[src/rtl/score_keeper.sv]
// score_keeper: match-state controller that counts points, freezes play between
// points, launches serves, and holds game-over until a restart request.
module score_keeper #(
    parameter int M_SCORE_W    = 4,
    parameter int WIN_SCORE    = 9,
    parameter int PAUSE_FRAMES = 60
) (
    input  logic                 clk_i,
    input  logic                 rst_ni,
    input  logic                 frame_tick_i,
    input  logic                 miss_player_i,
    input  logic                 miss_enemy_i,
    input  logic                 restart_i,
    output logic [M_SCORE_W-1:0] player_score_o,
    output logic [M_SCORE_W-1:0] enemy_score_o,
    output logic                 freeze_o,
    output logic                 serve_o,
    output logic                 serve_dir_o,
    output logic                 game_over_o,
    output logic                 winner_o
);
    localparam int CW = $clog2(PAUSE_FRAMES + 1);
    localparam logic [CW-1:0]        LAST = CW'(PAUSE_FRAMES - 1);
    localparam logic [M_SCORE_W-1:0] WIN  = M_SCORE_W'(WIN_SCORE);

    typedef enum logic [1:0] {PAUSE, SERVE, PLAY, OVER} state_t;

    state_t                state_q, state_d;
    logic [CW-1:0]         cnt_q, cnt_d;
    logic [M_SCORE_W-1:0]  player_q, player_d, enemy_q, enemy_d;
    logic                  dir_q, dir_d, winner_q, winner_d;

    always_comb begin
        state_d  = state_q;
        cnt_d    = cnt_q;
        player_d = player_q;
        enemy_d  = enemy_q;
        dir_d    = dir_q;
        winner_d = winner_q;
        if (restart_i) begin
            state_d  = PAUSE;
            cnt_d    = '0;
            player_d = '0;
            enemy_d  = '0;
            dir_d    = 1'b0;
            winner_d = 1'b0;
        end else begin
            case (state_q)
                PAUSE: begin
                    if (frame_tick_i) begin
                        cnt_d   = (cnt_q == LAST) ? '0 : cnt_q + CW'(1);
                        state_d = (cnt_q == LAST) ? SERVE : PAUSE;
                    end
                end
                SERVE: state_d = PLAY;
                PLAY: begin
                    // A simultaneous double miss is credited to the enemy only.
                    if (miss_player_i) begin
                        enemy_d  = enemy_q + M_SCORE_W'(1);
                        dir_d    = 1'b1;
                        winner_d = (enemy_d == WIN) ? 1'b1 : winner_q;
                        state_d  = (enemy_d == WIN) ? OVER : PAUSE;
                        cnt_d    = '0;
                    end else if (miss_enemy_i) begin
                        player_d = player_q + M_SCORE_W'(1);
                        dir_d    = 1'b0;
                        winner_d = (player_d == WIN) ? 1'b0 : winner_q;
                        state_d  = (player_d == WIN) ? OVER : PAUSE;
                        cnt_d    = '0;
                    end
                end
                OVER:    state_d = OVER;
                default: state_d = PAUSE;
            endcase
        end
    end

    always_ff @(posedge clk_i or negedge rst_ni) begin
        if (!rst_ni) begin
            state_q  <= PAUSE;
            cnt_q    <= '0;
            player_q <= '0;
            enemy_q  <= '0;
            dir_q    <= 1'b0;
            winner_q <= 1'b0;
        end else begin
            state_q  <= state_d;
            cnt_q    <= cnt_d;
            player_q <= player_d;
            enemy_q  <= enemy_d;
            dir_q    <= dir_d;
            winner_q <= winner_d;
        end
    end

    assign player_score_o = player_q;
    assign enemy_score_o  = enemy_q;
    assign freeze_o       = (state_q != PLAY);
    assign serve_o        = (state_q == SERVE);
    assign game_over_o    = (state_q == OVER);
    assign serve_dir_o    = dir_q;
    assign winner_o       = winner_q;
endmodule

[config.mk]
export PLATFORM = sky130hd
export DESIGN_NAME = score_keeper
export DESIGN_NICKNAME = d
export VERILOG_FILES = /design/src/rtl/score_keeper.sv
export SDC_FILE = /design/constraint.sdc
export NUM_CORES = 1
export LEC_CHECK = 0
export BUFFER_PORTS_ARGS = -buffer_cell sky130_fd_sc_hd__buf_2
export CORE_UTILIZATION = 50
export DETAILED_ROUTE_END_ITERATION = 8
export PLACE_DENSITY_LB_ADDON = 0.25
export SYNTH_ARGS = -nofsm -noshare
export SYNTH_HDL_FRONTEND = slang
export SYNTH_SLANG_ARGS = --single-unit
[constraint.sdc]
create_clock -name clk_i -period 4.2 [get_ports clk_i]
set_clock_uncertainty 0.05 [all_clocks]
set_input_delay 0.42 -clock clk_i [delete_from_list [all_inputs] [get_ports clk_i]]
set_output_delay 0.42 -clock clk_i [all_outputs]
set_load 0.05 [all_outputs]
Word level (Yosys, flattened, before mapping)

Index checks and enable logic that the tools add are counted.
W data, S select, Z words.

Reduce and logical (&&, ||, !) cells: 13
$add $sub $neg: 3
Equal/unequal tests: 11
Multiplexer cells: 31

Operators with widths:

| kind                  | count |
|---|---|
| $mux W6               | 5 |
| $mux W4               | 7 |
| $mux W2               | 6 |
| $pmux W6 S2           | 1 |
| $mux W1               | 11 |
| $reduce_bool A3 Y1    | 3 |
| $add A4 B1 Y4 const B | 2 |
| $eq A4 B4 Y1 const B  | 2 |
| $pmux W2 S4           | 1 |
| $add A6 B1 Y6 const B | 1 |
| $eq A6 B6 Y1 const B  | 1 |
| $reduce_and A2 Y1     | 3 |
| $reduce_and A3 Y1     | 2 |
| $reduce_bool A2 Y1    | 3 |
| $eq A2 B2 Y1 const B  | 2 |
| $ne A4 B4 Y1 const B  | 1 |
| $reduce_and A4 Y1     | 1 |
| $ne A3 B1 Y1 const B  | 1 |
| $ne A3 B3 Y1 const B  | 1 |
| $eq A2 B1 Y1 const B  | 1 |
| $logic_not A2 Y1      | 1 |
| $ne A2 B1 Y1 const B  | 1 |
| $ne A2 B2 Y1 const B  | 1 |

Output and inout port bits: 13
Flip-flop bits (word level): 18

Logic depth before layout (Yosys ltp)

Gate-level depths: netlist of the first run.

Word-level depth: 7
Depth in mapped cells: 7

Least setup slack after synthesis of the first run

Ideal clock, no wire load.

Path kind: reg-to-reg
Start: reg enemy_q[0], in the netlist enemy_score_o[0]
End: reg state_q[0]
Clock period less this slack: 1932 ps
Setup time: 67 ps
Arrival: 1815 ps
Cell stages (with the launch flop): 7
Path slack: 2268 ps
Cell sequence: dfrtp_1 ha_1 xor2_1 nor4_1 a21oi_1 nor3b_1 o31a_1

Longest elaborated chain between the ends: 6

RTL lines:

| what                     | RTL line | source |
|---|---|---|
| start: declaration       | 30       | `logic [M_SCORE_W-1:0] player_q, player_d, enemy_q, enemy_d;` |
| start signal: assignment | 90       | `enemy_q <= enemy_d;` |
| $add A4 B1 Y4            | 59       | `enemy_d = enemy_q + M_SCORE_W'(1);` |
| $eq A4 B4 Y1             | 62       | `state_d = (enemy_d == WIN) ? OVER : PAUSE;` |
| $mux W2                  | 62       |  |
| $mux W2                  | 58       | `if (miss_player_i) begin` |
| $pmux W2 S4              | 48       | `case (state_q)` |
| $mux W2                  | 40       | `if (restart_i) begin` |
| end signal: assignment   | 87       | `state_q <= state_d;` |
| end: declaration         | 28       | `state_t state_q, state_d;` |

Every way passes these cells.
A chain may end at the register's enable or synchronous reset.

Worst setup path after layout of the first run

Start: reg state_q[1]
End: out freeze_o

Longest elaborated chain between the ends: 1

RTL lines:

| what             | RTL line | source |
|---|---|---|
| $ne A2 B2 Y1     | 98       | `assign freeze_o = (state_q != PLAY);` |
| end: declaration | 16       | `output logic freeze_o,` |

Every way passes these cells.

==> reports/summary.txt, run 1 <==
Yosys cell types: 31
CTS HTree Levels: 1
Peak Freq: 490 MHz
routed vias/inst: 5.39
number of synthesized flops with an enable pin: 0
drt drc: 0
Die Y: 47.3 um
Area contributors post-synth: dfrtp_1, ha_1, nor2_1, o21ai_0, xor2_1
Final Max Tran Viols: 0
TritonCTS clock tree: done
slack of the critical path: 2.16 ns
Worst VDD drop: 0.000162 V
Synth Area per Inst: 8.99 um^2
max_slew headroom: 68.3%
CTS clk-pin slew, worst paths: 0.11 ns
Crit Path Class: flop to primary output
Slowest cell on crit path: dfrtp_1
Min Hold Slack: -0.0134 ns
layout cell share with drive strength beyond 1: 17.3%
Routed WL per cell: 12.6 um
first-pass GRT wire length: 2980 um
final setup TNS: 0 ns
Cell Chain, Critical Path: nor2b_1 > inv_1 > buf_2
Worst path max stage delay: 0.48 ns
part of the Yosys area used for sequential elements: 44.0%
failing checks: negative hold slack
die area: 2230 um^2
Critical Path Fanout Max: 9
fin crit period: 2.04 ns
Worst Setup Start Kind: flop
most frequent cells after synthesis: dfrtp_1, nor2_1, o21ai_0, a21oi_1, nand3_1
worst min-delay path class: primary input to asynchronous set/reset pin
Hold Vio Cnt, Final: 18
leak pwr: 0.566 nW
fin crit share: 48.6%
gr ovfl total: 0
asr flop ratio synth: 100%
Nets: 145
status: finished with violations
Max-cap violations: 0
Core ar.: 1940 um^2
Mapped Cells: 114
Comb pwr share: 7.2%
Clock Root Buffer: clkbuf_4
largest net degree at the start of global routing: 19
total number of vias: 863
Ant. Diodes: 0
initial antenna violation count: 0
Critical Path AT: 1.57 ns
GRT Resource Usage Total: 20.0%
Setup Fix Bufs, Post-CTS: 0
clock buffer depth: 2
R2R cell count: 6
synth warn: 0
PwrDens: 267 nW/um^2
clock sink count: 18
fillcell total: 177
RD Place Congestion: 0.788
PostCTS Resize Cnt: 0
Area Growth Syn to Fin: 13.7%
top flip-flop cell by instance count after synthesis: dfrtp_1
cts-stage hold buffer count: 0
IO Port Bufs: 18
vias in the first global route: 663
#FFs+latches synth: 18
synthesized area: 1020 um^2
most frequent cell after synthesis: dfrtp_1
Seq pwr share: 57.8%
Initial Utilization: 52.8%
Pint: 0.237 mW
Final Non-Filler Cells: 160
Pre-antenna DRT Iters: 4
Setup Viol. Count Final: 0
RSZ-0062 raised after global routing: false
cell row count: 16
I/O Pins: 19
Final ANT Viol Nets: 0
Cells after DPL: 156
Clock Latency Late Sink: 0.30 ns
hpwl dp: 1480 um
Yosys top cell area share: 44.0%
Required @ worst endpoint: 3.73 ns
wirelength, routed: 2010 um
area leader, netlist: dfrtp_1
CP endpoint kind: primary output
Die Wd: 47.3 um
Post-Place Worst Slack: 2.33 ns
syn_nets: 125
clock network power share: 35.0%
Psw: 0.0736 mW
Sw Ratio: 23.7%
actual slew at the worst max-slew pin: 0.475 ns
TritonCTS Buffers: 3
DRT iter0 DRCs: 15
-- routing by layer --
metal	track usage (%)	part of all wire, %	up-vias
li1	-	-	432
met1	28.1	49	406
met2	28.2	45	20
met3	5.00	4.0	5
met4	10.3	1.9	0
met5	0	0	-
-- sequential cells by signal, summed over array words and instances (netlist names) --
| signal | count |
|---|---|
| cnt_q | 6 |
| enemy_score_o | 4 |
| player_score_o | 4 |
| state_q | 2 |
| serve_dir_o | 1 |
| winner_o | 1 |
-- worst max-delay path, delay by kind of cell (launching register included) --
| kind | cells | cell delay, ns |
|---|---|---|
| simple gates | 1 | 0.45 |
| buf+inv | 2 | 0.34 |
| flops | 1 | 0.48 |
-- power groups by stage --
stage | combinational, mW | clock, mW | sequential, mW
global route | 0.0266 | 0.120 | 0.180
floorplan | 0.0134 | 0 | 0.182
finish | 0.0224 | 0.109 | 0.180
CTS | 0.0229 | 0.110 | 0.180
detailed placement | 0.0228 | 0 | 0.183
global placement | 0.0223 | 0 | 0.183
-- logic make-up after synthesis --
family,synth area share (%)
flip-flops,44.0
XOR/XNOR,6.84
AND/OR/NAND/NOR,25.0
AO/OA/AOI/OAI,13.6
adder cells (fa/ha/maj),6.11
buffers and inverters,4.52
-- cell usage in the layout (no fill, tap or decap), types with 2 or more instances in the layout --
master,Yosys,final
nand2_1,7,7
nor2b_1,3,3
dfrtp_1,18,18
ha_1,5,5
nor3_1,2,2
nand3_1,8,8
nor2_1,13,13
o31a_1,2,2
inv_1,7,7
buf_2,1,18
and3_1,3,3
a21oi_1,8,8
xor2_1,5,5
clkbuf_4,0,3
or3_1,2,2
nor3b_1,4,4
xnor2_1,3,3
o21ai_0,9,9
-- metrics by stage --
stage	total power, mW	hold slack, ns	area (um^2)	util [%]
3_3_place_gp	0.205	0.326	1130	58.1
3_5_place_dp	0.206	0.331	1130	58.1
2_1_floorplan	0.196	0.0744	1020	-
4_1_cts	0.313	0.00443	1160	60.0
5_1_grt	0.327	0.00296	1160	60.0
6_report	0.311	-0.0134	1160	60.0
-- worst paths after layout --
path                             startpoint                end  slack [ns]
min reg2reg                        cnt_q[5]           cnt_q[5]        0.43
max reg2reg                enemy_score_o[1]         state_q[0]        2.32
max in group asynchronous            rst_ni           winner_o        3.82
min                                  rst_ni   enemy_score_o[3]       -0.01
min in group clk_i                restart_i  player_score_o[2]        0.42
max                              state_q[1]           freeze_o        2.16
-- final cells by class --
class                   count  area [um^2]  area share (%)
repair buffers             18         90.1            7.73
inverters                   7         26.3            2.26
clock buffers               4         36.3            3.11
well taps                  27         33.8            2.90
multi-input cells          86          528            45.3
flip-flops and latches     18          450            38.7
(Power assumes the default switching activity.)
==> run 2: changes to the inputs <==
- ABC_AREA: not set -> 1
- CORE_UTILIZATION: 50 -> 49
- clock period: 4.2 -> 1.8 ns (I/O delays scaled with it)
==> run 2 against run 1 <==
  * Clock power grew 92%
  * Register-to-register slack lost 1.9 ns
  * The run now ends clean
  * Global-route usage grew 0.67 points
  * Final cell count grew 24%
  * Sequential share of layout area shrank 3.1 points
  * Largest cell class unchanged
  * First-iteration DRC count grew 100%
==> reports/summary.txt, run 2 <==
clock sink count: 18 (unchanged)
first-pass GRT wire length: 3940 um (+32%)
Routed WL per cell: 11.2 um (-11%)
synth warn: 0 (unchanged)
#FFs+latches synth: 18 (unchanged)
die area: 2460 um^2 (+10%)
cts-stage hold buffer count: 1 (+1)
Max-cap violations: 0 (unchanged)
RD Place Congestion: 0.890 (+13%)
Area Growth Syn to Fin: 14.1%
Core ar.: 2040 um^2 (+5.2%)
Pre-antenna DRT Iters: 4 (unchanged)
routed vias/inst: 5.09 (-5.6%)
hpwl dp: 1710 um (+15%)
Yosys cell types: 19 (-39%)
CP endpoint kind: primary output
part of the Yosys area used for sequential elements: 40.5% (-3.4 points)
Clock Latency Late Sink: 0.29 ns (about the same)
largest net degree at the start of global routing: 19 (unchanged)
initial antenna violation count: 0 (unchanged)
actual slew at the worst max-slew pin: 0.420 ns (-0.0548 ns)
Critical Path AT: 1.38 ns (-0.19 ns)
Pint: 0.540 mW (+130%)
Setup Viol. Count Final: 0 (unchanged)
most frequent cells in the layout: nand2_1, inv_1, dfrtp_1, buf_2, nand3_1
synthesized area: 1110 um^2 (+8.4%)
top flip-flop cell by instance count after synthesis: dfrtp_1
number of synthesized flops with an enable pin: 0 (unchanged)
asr flop ratio synth: 100% (unchanged)
layout cell share with drive strength beyond 1: 19.2% (+1.9 points)
commonest non-fill, non-tap cell in the layout: nand2_1
Multi-input gate area: 556 um^2 (+5.2%)
Synth Area per Inst: 7.41 um^2 (-18%)
PostCTS Resize Cnt: 0 (unchanged)
Largest Register: cnt_q
RSZ-0062 raised after global routing: false
Sequential Area: 450 um^2 (unchanged)
drt drc: 0 (unchanged)
clock network power share: 26.6% (-8.4 points)
cell row count: 16 (unchanged)
status: finished clean
worst min-delay path class: primary input to flop
Mapped Cells: 150 (+32%)
total number of vias: 1013 (+17%)
Final ANT Viol Nets: 0 (unchanged)
TritonCTS Buffers: 3 (unchanged)
Initial Utilization: 54.4% (+1.6 points)
Crit Path Class: flop to primary output
Critical Path Fanout Max: 6 (-3)
GRT Resource Usage Total: 20.7% (+0.67 points)
Die Y: 49.6 um (+5.0%)
Final Max Tran Viols: 0 (unchanged)
Peak Freq: 621 MHz
syn_nets: 161 (+29%)
IO Port Bufs: 18 (unchanged)
Yosys top cell area share: 40.5% (-3.4 points)
Hold Vio Cnt, Final: 0 (-18)
max reg flops: 6 (unchanged)
Comb pwr share: 17.6% (+10 points)
area leader, netlist: dfrtp_1
CTS clk-pin slew, worst paths: 0.11 ns (about the same)
fin crit period: 1.61 ns
DRT iter0 DRCs: 30 (+15)
Setup Fix Bufs, Post-CTS: 0 (unchanged)
Worst VDD drop: 0.000401 V (+150%)
clock buffer depth: 2 (unchanged)
most frequent cell after synthesis: nand2_1
most frequent cells after synthesis: nand2_1, inv_1, dfrtp_1, nand3_1, nor2_1
leak pwr: 0.695 nW (+23%)
PwrDens: 621 nW/um^2 (+130%)
Sw Ratio: 31.4% (+7.7 points)
Psw: 0.247 mW (+240%)
I/O Pins: 19 (unchanged)
Ant. Diodes: 0 (unchanged)
Clock Root Buffer: clkbuf_4
gr ovfl total: 0 (unchanged)
fin crit share: 89.5%
Worst Setup Start Kind: flop
fillcell total: 194 (+9.6%)
placed cell areas: 1230 um^2 (+9.4%)
Required @ worst endpoint: 1.57 ns (-2.16 ns)
Final Instance Area: 1270 um^2 (+8.8%)
vias in the first global route: 942 (+42%)
Die Wd: 49.6 um (+5.0%)
Area contributors post-synth: dfrtp_1, nand2_1, inv_1, nand3_1, ha_1
max_slew headroom: 72.0% (+3.7 points)
Seq pwr share: 55.9% (-1.9 points)
TritonCTS clock tree: done
final setup TNS: 0 ns (unchanged)
wirelength, routed: 2220 um (+11%)
Nets: 185 (+28%)
CTS HTree Levels: 1 (unchanged)
[run 2: worst max-delay path, cell delays in order (launching register included)]
cell and delay [ns]:
dfrtp_1 0.49, inv_1 0.12, nand2_1 0.17, buf_2 0.30
[run 2: kinds of logic after synthesis]
logic type	after synthesis	share of synthesized area [%]
compound gates	17	10.8
xor+xnor	3	2.37
fa+ha+maj	5	5.63
buf+inv	28	9.46
flops	18	40.5
simple gates	79	31.2
[run 2: final timing paths]
path | from | end | slack, ns | cells after the start
hold reg to reg | winner_o | winner_o | 0.44 | 2
setup / recovery | state_q[0] | freeze_o | 0.19 | 3
hold / removal | miss_enemy_i | state_q[1] | 0.17 | 4
setup reg to reg | state_q[0] | player_score_o[3] | 0.37 | 5
max in group asynchronous | rst_ni | cnt_q[0] | 1.12 | 2
min in group asynchronous | rst_ni | state_q[1] | 0.28 | 2
[run 2: power by group through the flow]
stage                     clock, mW  combinational (mW)  sequential, mW
after floorplan                   0              0.0690           0.473
after global placement            0               0.134           0.447
after detailed placement          0               0.137           0.448
after CTS                     0.206               0.139           0.440
after global routing          0.226               0.155           0.443
final                         0.209               0.138           0.440
[run 2: cell type report]
type / instances / area share [%]
Multi-Input combinational cell: 104 / 43.8
Sequential cell: 18 / 35.5
Tap cell: 27 / 2.67
Inverter: 28 / 8.29
Clock buffer: 3 / 1.78
Timing Repair Buffer: 19 / 7.90
[run 2: per-stage QoR]
| stage | setup slack (ns) | instances | hold slack, ns | power (mW) | utilization [%] |
|---|---|---|---|---|---|
| 6_report | 0.189 | 199 | 0.171 | 0.787 | 62.1 |
| 5_1_grt | 0.153 | 199 | 0.193 | 0.824 | 62.1 |
| 2_1_floorplan | 0.198 | 150 | -0.166 | 0.542 | - |
| 3_3_place_gp | 0.448 | 195 | 0.0857 | 0.581 | 60.5 |
| 4_1_cts | 0.208 | 199 | 0.180 | 0.785 | 62.1 |
| 3_5_place_dp | 0.413 | 195 | 0.0911 | 0.585 | 60.5 |
[run 2: layer usage]
layer  vias up  share of wire [%]  GRT usage [%]
met5         -                  0              0
met2        26                 46           34.0
met1       467                 49           26.9
met4         0                1.1           7.14
met3         4                3.9           4.01
li1        516                  -              -
==> run 3: changes to the inputs <==
- RECOVER_POWER: not set -> 100
==> run 3 against run 2 <==
  * Cell area decreased by 3.5%
  * First-iteration DRC count fell by 17%
  * Combinational power decreased by 6%
  * Die area did not move
  * Power decreased by 1.4%
  * Clock power hardly changed
  * Critical path type unchanged
  * Count of clock-buffer cells in the layout is the same
==> reports/summary.txt, run 3 (same netlist as run 2, synthesis figures left out) <==
fin crit period: 1.56 ns (-0.0525 ns)
Final Instance Area: 1220 um^2 (-3.5%)
Worst Setup Start Kind: flop
vias in the first global route: 942 (unchanged)
Nets: 185 (unchanged)
Largest Register: cnt_q
Worst path max stage delay: 0.46 ns (-0.03 ns)
flop2flop setup slack: 0.28 ns (-0.09 ns)
clock sink count: 18 (unchanged)
Crit Path Class: flop to primary output
Sequential Area: 450 um^2 (unchanged)
Total Power: 0.776 mW (-1.4%)
Die Wd: 49.6 um (unchanged)
routed vias/inst: 4.99 (-2.0%)
HP Start: miss_enemy_i
TritonCTS Buffers: 3 (unchanged)
Cell Chain, Critical Path: nand2_1 > inv_1 > clkbuf_1
Worst R2R Start: state_q[0]
RSZ-0062 raised after global routing: false
clock network power share: 26.6% (about the same)
CTS clk-pin slew, worst paths: 0.10 ns (about the same)
TritonCTS clock tree: done
Slowest cell on crit path: dfrtp_1
Clock Root Buffer: clkbuf_4
Comb pwr share: 16.7% (-0.9 points)
fillcell total: 209 (+7.7%)
Pre-antenna DRT Iters: 4 (unchanged)
Setup Viol. Count Final: 0 (unchanged)
RD Place Congestion: 0.890 (unchanged)
Initial Utilization: 54.4% (unchanged)
Final Max Tran Viols: 0 (unchanged)
Routed WL per cell: 11.1 um (-0.95%)
reg2reg end: player_score_o[3]
PwrDens: 634 nW/um^2 (+2.1%)
Pint: 0.535 mW (-0.87%)
worst min-delay path class: primary input to flop
I/O Pins: 19 (unchanged)
R2R cell count: 5 (unchanged)
layout cell share with drive strength beyond 1: 9.88% (-9.3 points)
PostCTS Resize Cnt: 0 (unchanged)
max reg flops: 6 (unchanged)
Critical Path AT: 1.33 ns (-0.05 ns)
Core ar.: 2040 um^2 (unchanged)
GRT Resource Usage Total: 20.7% (unchanged)
hpwl dp: 1710 um (unchanged)
status: finished clean
Final ANT Viol Nets: 0 (unchanged)
DRT iter0 DRCs: 25 (-17%)
Peak Freq: 642 MHz (+3.4%)
wirelength, routed: 2200 um (-0.95%)
CTS HTree Levels: 1 (unchanged)
Area Growth Syn to Fin: 10.1%
die area: 2460 um^2 (unchanged)
Hold Path Stages: 4 (unchanged)
Multi-input gate area: 527 um^2 (-5.2%)
Psw: 0.241 mW (-2.6%)
placed cell areas: 1230 um^2 (unchanged)
Critical Path Fanout Max: 6 (unchanged)
Hold EP: state_q[1]
Worst VDD drop: 0.000401 V (about the same)
initial antenna violation count: 0 (unchanged)
Die Y: 49.6 um (unchanged)
Ant. Diodes: 0 (unchanged)
final setup TNS: 0 ns (unchanged)
gr ovfl total: 0 (unchanged)
CP endpoint kind: primary output
clock buffer depth: 2 (unchanged)
IO Port Bufs: 18 (unchanged)
Max-cap violations: 0 (unchanged)
Hold Vio Cnt, Final: 0 (unchanged)
fin crit share: 86.6% (-2.9 points)
Required @ worst endpoint: 1.57 ns (about the same)
leak pwr: 0.643 nW (-7.4%)
Sw Ratio: 31.0% (-0.38 points)
commonest non-fill, non-tap cell in the layout: nand2_1
Seq pwr share: 56.6% (+0.7 points)
total number of vias: 993 (-2.0%)
drt drc: 0 (unchanged)
Clock Latency Late Sink: 0.29 ns (about the same)
cell row count: 16 (unchanged)
largest net degree at the start of global routing: 19 (unchanged)
most frequent cells in the layout: nand2_1, inv_1, dfrtp_1
max_slew headroom: 32.3% (-40 points)
first-pass GRT wire length: 3940 um (unchanged)
actual slew at the worst max-slew pin: 1.02 ns (+0.596 ns)
[run 3: cell count changes in the layout (fill, tap and decap cells not counted), moves of 2 or more]
cell      before  now
clkbuf_2       0    2
clkbuf_1       0   12
nor2_2         2    0
buf_2         18    4
nor2_1        12   14
[run 3: power by group through the flow]
stage / clock network (mW) / logic (mW) / registers, mW
after detailed placement: 0 / 0.137 / 0.448
final: 0.207 / 0.130 / 0.440
after floorplan: 0 / 0.0690 / 0.473
after global routing: 0.226 / 0.147 / 0.444
after global placement: 0 / 0.134 / 0.447
after CTS: 0.206 / 0.139 / 0.440
[run 3: what timing repair did]
| item | 4_1_cts | 5_1_grt |
|---|---|---|
| hold buffers | 1 | 0 |
| setup buffers | 0 | 0 |
| endpoints found under the hold margin | 18 | 0 |
[run 3: per-stage QoR]
step	utilization [%]	setup WS [ns]	std cells	hold slack [ns]
CTS	62.1	0.208	199	0.180
floorplan	-	0.198	150	-0.166
detailed placement	60.5	0.413	195	0.0911
global route	59.9	0.117	199	0.202
global placement	60.5	0.448	195	0.0857
finish	59.9	0.241	199	0.184
[run 3: critical path: cells and delay by family (launching register included)]
kind	cells	cell delay (ns)
simple gates	1	0.08
buf+inv	2	0.50
flops	1	0.46
[run 3: how the worst max path moves through the flow]
| stage | start | to | cells past startpoint |
|---|---|---|---|
| after global routing | state_q[0] | player_score_o[3] | 5 |
| after global placement | enemy_score_o[0] | state_q[1] | 8 |
| after CTS | state_q[0] | freeze_o | 3 |
| after floorplan | state_q[0] | state_q[0] | 5 |
| after detailed placement | state_q[0] | cnt_q[0] | 7 |
| final | state_q[0] | game_over_o | 3 |
[run 3: layer usage]
metal  global-route usage (%)  routed length [um]  vias up  share of wire [%]
met4                     7.14                  25        0                1.1
li1                         -                   -      516                  -
met2                     34.0                1010       22                 46
met1                     26.9                1090      451                 49
met3                     4.01                  77        4                3.5
met5                        0                   0        -                  0
[run 3: final cells by class]
type	instances	area share, %
well taps	27	2.76
flip-flops and latches	18	36.8
inverters	28	8.59
clock buffers	3	1.84
multi-input cells	104	43.0
repair buffers	19	6.95
